### config.mk
export PLATFORM = sky130hd
export DESIGN_NAME = wb_arb
export DESIGN_NICKNAME = d
export VERILOG_FILES = /design/src/rtl/wb_arb.sv
export SDC_FILE = /design/constraint.sdc
export NUM_CORES = 1
export LEC_CHECK = 0
export CAP_MARGIN = 20
export CORE_AREA = 2 2 97 99
export DETAILED_ROUTE_END_ITERATION = 6
export DIE_AREA = 0 0 99 101
export PLACE_DENSITY = 0.77
export SETUP_SLACK_MARGIN = 0.4
export SYNTH_ARGS = -nofsm -noshare
export SYNTH_HDL_FRONTEND = slang
export SYNTH_SLANG_ARGS = --single-unit
### constraint.sdc
create_clock -name i_clk -period 2.7 [get_ports i_clk]
set_input_delay 0.54 -clock i_clk [delete_from_list [all_inputs] [get_ports i_clk]]
set_output_delay 0.54 -clock i_clk [all_outputs]
set_load 0.01 [all_outputs]
### src/rtl/wb_arb.sv
// wb_arb: round-robin arbiter merging EXU results and LSU load data onto one register-file write port
`ifndef CPU_WIDTH
`define CPU_WIDTH 32
`endif
module wb_arb (
  input  logic                  i_clk,
  input  logic                  i_rst_n,
  input  logic                  i_exu_valid,
  output logic                  o_exu_ready,
  input  logic [4:0]            i_exu_rd_idx,
  input  logic                  i_exu_wen,
  input  logic [`CPU_WIDTH-1:0] i_exu_res,
  input  logic                  i_lsu_valid,
  output logic                  o_lsu_ready,
  input  logic [4:0]            i_lsu_rd_idx,
  input  logic [`CPU_WIDTH-1:0] i_lsu_res,
  input  logic                  i_stall,
  output logic                  o_rf_wen,
  output logic [4:0]            o_rf_waddr,
  output logic [`CPU_WIDTH-1:0] o_rf_wdata,
  output logic                  o_commit,
  output logic [31:0]           o_commit_cnt
);
  logic                  ptr_q, ptr_d;
  logic                  rf_wen_q, rf_wen_d;
  logic [4:0]            rf_waddr_q, rf_waddr_d;
  logic [`CPU_WIDTH-1:0] rf_wdata_q, rf_wdata_d;
  logic                  commit_q, commit_d;
  logic [31:0]           commit_cnt_q, commit_cnt_d;
  // grant: reset or stall blocks both; a tie goes to the channel not granted last (ptr_q=1 means LSU last)
  always_comb begin
    o_exu_ready = i_rst_n && !i_stall && i_exu_valid && (!i_lsu_valid || ptr_q);
    o_lsu_ready = i_rst_n && !i_stall && i_lsu_valid && (!i_exu_valid || !ptr_q);
  end
  // next state: capture the granted payload; address and data hold when nothing transfers
  always_comb begin
    ptr_d        = o_lsu_ready ? 1'b1 : o_exu_ready ? 1'b0 : ptr_q;
    rf_wen_d     = o_exu_ready ? (i_exu_wen && |i_exu_rd_idx) : (o_lsu_ready && |i_lsu_rd_idx);
    rf_waddr_d   = o_exu_ready ? i_exu_rd_idx : o_lsu_ready ? i_lsu_rd_idx : rf_waddr_q;
    rf_wdata_d   = o_exu_ready ? i_exu_res : o_lsu_ready ? i_lsu_res : rf_wdata_q;
    commit_d     = o_exu_ready || o_lsu_ready;
    commit_cnt_d = commit_cnt_q + {31'd0, commit_d};
  end
  // state registers; reset points at LSU so EXU wins the first tie
  always_ff @(posedge i_clk or negedge i_rst_n) begin
    if (!i_rst_n) begin
      ptr_q        <= 1'b1;
      rf_wen_q     <= 1'b0;
      rf_waddr_q   <= '0;
      rf_wdata_q   <= '0;
      commit_q     <= 1'b0;
      commit_cnt_q <= '0;
    end else begin
      ptr_q        <= ptr_d;
      rf_wen_q     <= rf_wen_d;
      rf_waddr_q   <= rf_waddr_d;
      rf_wdata_q   <= rf_wdata_d;
      commit_q     <= commit_d;
      commit_cnt_q <= commit_cnt_d;
    end
  end
  assign o_rf_wen     = rf_wen_q;
  assign o_rf_waddr   = rf_waddr_q;
  assign o_rf_wdata   = rf_wdata_q;
  assign o_commit     = commit_q;
  assign o_commit_cnt = commit_cnt_q;
endmodule
==> flow_metrics.py <==
metrics = {
    "drt": {
        "drc_errors": 0,
        "postRouteAntennaNets": 0,
        "first_pass_iters": 4,
        "num_vias": 2765,
        "wl_per_cell_um": 14.80,
        "wirelength_um": 8510,
        "routed_via_density": 4.809,
        "first_iter_violations": 68,
    },
    "cts": {
        "cts_root_buffer": "clkbuf_8",
        "post_cts_buffers": 0,
        "clockBufferDepth": 2,
        "insertion_delay_ns": 0.35,
        "htreeDepth": 3,
        "cts.sinks": 72,
        "numCtsBuffers": 9,
        "cts_tree": "yes",
        "holdBufCountCts": 0,
        "cts.reportedPaths.clkPinSlew_ns": 0.08,
    },
    "power_and_ir_drop": {
        "irDropWorstVdd_mv": 0.4373,
        "p_leak_nw": 2.454,
        "swShare_pct": 26.93,
        "seqPwrFrac_pct": 42.3,
        "switchingPower_mw": 0.8977,
        "power_frac_clock_pct": 30.5,
        "p_int_mw": 2.436,
        "combPwrFrac_pct": 27.3,
        "power_density_nw_per_um2": 631.6,
    },
    "placed_design": {
        "hpwlAfterDp_um": 6125,
        "port-buffer-count": 152,
        "place.gp.congestion": 0.7819,
    },
    "floorplan": {
        "dieArea_um2": 9999,
        "core-area_um2": 8977,
        "start_util_pct": 36.24,
        "die-height_um": 101,
        "io_pins": 153,
        "die_w_um": 99,
        "rows": 35,
    },
    "worst_hold_path": {
        "holdCritPathClass": "primary input to asynchronous set/reset pin",
    },
    "synthesis": {
        "ys_seq_elements": 72,
        "synthesis.area_um2": 3253,
        "synth.distinct_cells": 29,
        "ys_warn_count": 0,
        "syn_inst": 295,
        "syn_nets": 377,
        "seq_area_frac_synth_pct": 55.42,
        "avgSynthCellArea_um2": 11.03,
    },
    "global_routing": {
        "grt_pass1_vias": 2837,
        "gr-total-overflow": 0,
        "antenna_found_initial": 0,
        "grt_pass1_wl_um": 14060,
        "grt_max_degree": 73,
        "grtUsageTotal_pct": 17.88,
    },
    "worst_setup_path": {
        "cp.required_ns": 2.16,
        "crit_chain": "clkdlybuf4s50_1 > nand2_1 > nand3_4 > buf_4 > inv_1 > clkdlybuf4s15_1",
        "cpPeakStageDelay_ns": 0.47,
        "worstSetupPathType": "primary input to primary output",
        "slowest_stage": "clkdlybuf4s50_1",
        "crit_buf_inv": 4,
        "cp-end-kind": "primary output",
        "cp-start-kind": "primary input",
        "cp_max_fo": 4,
        "cp.arrival_ns": 1.69,
        "cp_top_family": "buffers and inverters",
    },
    "finish": {
        "final_cell_mix": "148 x clkdlybuf4s50_1, 71 x dfrtp_1, 45 x nor2_1",
        "fin_util_pct": 58.79,
        "nets": 541,
        "n_antenna_cell": 0,
        "syn_to_final_growth_pct": 62.23,
        "drive_gt1_share_pct": 9.483,
        "final_common_cell": "clkdlybuf4s50_1",
    },
    "timing": {
        "worstMarginPinSlew_ns": 0.9247,
        "setup_tns_ns": 0,
        "setup_viol": 0,
        "fin_skew_ns": 0.01359,
        "timing.fmax_mhz": 449.3,
        "fin_crit_ns": 2.226,
        "final_max_slew_viol_count": 0,
        "max_slew_margin_pct": 38.35,
        "hold_viol_final": 0,
        "grt_setup_unrepaired": "false",
        "period_share_pct": 82.43,
    },
    "job": {
        "maxCapViolCount": 0,
    },
    "status": {
        "status": "completed",
    },
}
==> repair_timing <==
action                     4_1_cts  5_1_grt
setup endpoints to repair        2       12
pin swaps                        0        3
resized for setup                2        6
hold endpoints to repair         0        0
cloned                           0        1
==> layer usage <==
layer  wire length [um]  GRT usage, %
met4                189         8.114
met3                610         5.409
met1               3489         21.43
met5                  0             0
met2               4220         29.68
==> Yosys cell counts, drive strengths merged <==
cell    count  area share (%)
ha          2            0.77
mux2i      37              11
and2        2            0.38
dfrtp      71              55
and4        1            0.27
xnor2      21             5.7
or4         2            0.46
nor2b       1            0.19
o21ai       1            0.15
buf         6            0.88
nor3        2            0.31
o22ai       1            0.19
nor4        3             1.7
inv         3            0.35
nor2       45             5.2
and3        4            0.77
nand4      11             2.8
nand2      14             1.6
clkbuf      6            0.69
a21oi      37             5.7
nand3      14             2.5
xor2        9             2.4
nand2b      1            0.19
dfstp       1            0.81
==> area by class of cell <==
cell class                 instances  area (um^2)
multi-input combinational        208         1470
inverter                           3        11.26
clock buffer                      10        127.6
timing repair buffer             165         1619
clock inverter                     6        107.6
fill                             785         3700
tap                              111        138.9
sequential                        72         1803
==> flip-flops by register name (all words and copies together) (netlist names) <==
register	cells
o_commit_cnt	32
ptr_q	1
o_rf_wdata	32
o_commit	1
o_rf_wen	1
o_rf_waddr	5
==> through the flow <==
step / std cells / hold slack, ns / power [mW] / worst slack [ns] / instance area (um^2)
2_1_floorplan: 295 / 0.2444 / 1.756 / 0.3137 / 3324
3_3_place_gp: 558 / 0.4602 / 2.316 / 0.07834 / 5012
3_5_place_dp: 558 / 0.4671 / 2.346 / 0.02781 / 5012
4_1_cts: 574 / 0.4683 / 3.377 / 0.4027 / 5245
5_1_grt: 575 / 0.4984 / 3.524 / 0.4258 / 5278
6_report: 575 / 0.4450 / 3.334 / 0.4743 / 5278
==> worst paths after layout <==
check / from / endpoint / slack [ns] / depth (start not counted)
max: i_exu_valid / o_lsu_ready / 0.47 / 6
min: i_rst_n / o_rf_waddr[3]$_DFFE_PN0N_ / 0.44 / 2
max reg2reg: ptr_q$_DFFE_PN1N_ / o_commit_cnt[18]$_DFF_PN0_ / 0.66 / 10
min reg2reg: o_commit_cnt[31]$_DFF_PN0_ / o_commit_cnt[31]$_DFF_PN0_ / 0.47 / 1
max in group asynchronous: i_rst_n / o_rf_wdata[12]$_DFFE_PN0N_ / 1.65 / 2
min in group i_clk: o_commit_cnt[31]$_DFF_PN0_ / o_commit_cnt[31]$_DFF_PN0_ / 0.47 / 1
==> kinds of logic after synthesis <==
family	after synthesis	share of synthesized area (%)
buffers and inverters	15	1.923
muxes	37	11.38
and+or+nand+nor	100	16.38
adders and majority gates	2	0.7691
AOI/OAI and AO/OA	39	6.039
xor gates and xnor gates	30	8.077
DFF	72	55.42
==> power by group through the flow <==
stage | clock [mW] | sequential (mW) | combinational, mW
floorplan | 0 | 1.51 | 0.248
global placement | 0 | 1.42 | 0.899
detailed placement | 0 | 1.43 | 0.918
CTS | 1.05 | 1.41 | 0.921
global route | 1.10 | 1.44 | 0.987
finish | 1.02 | 1.41 | 0.909
Power figures use the tool's default switching activity.
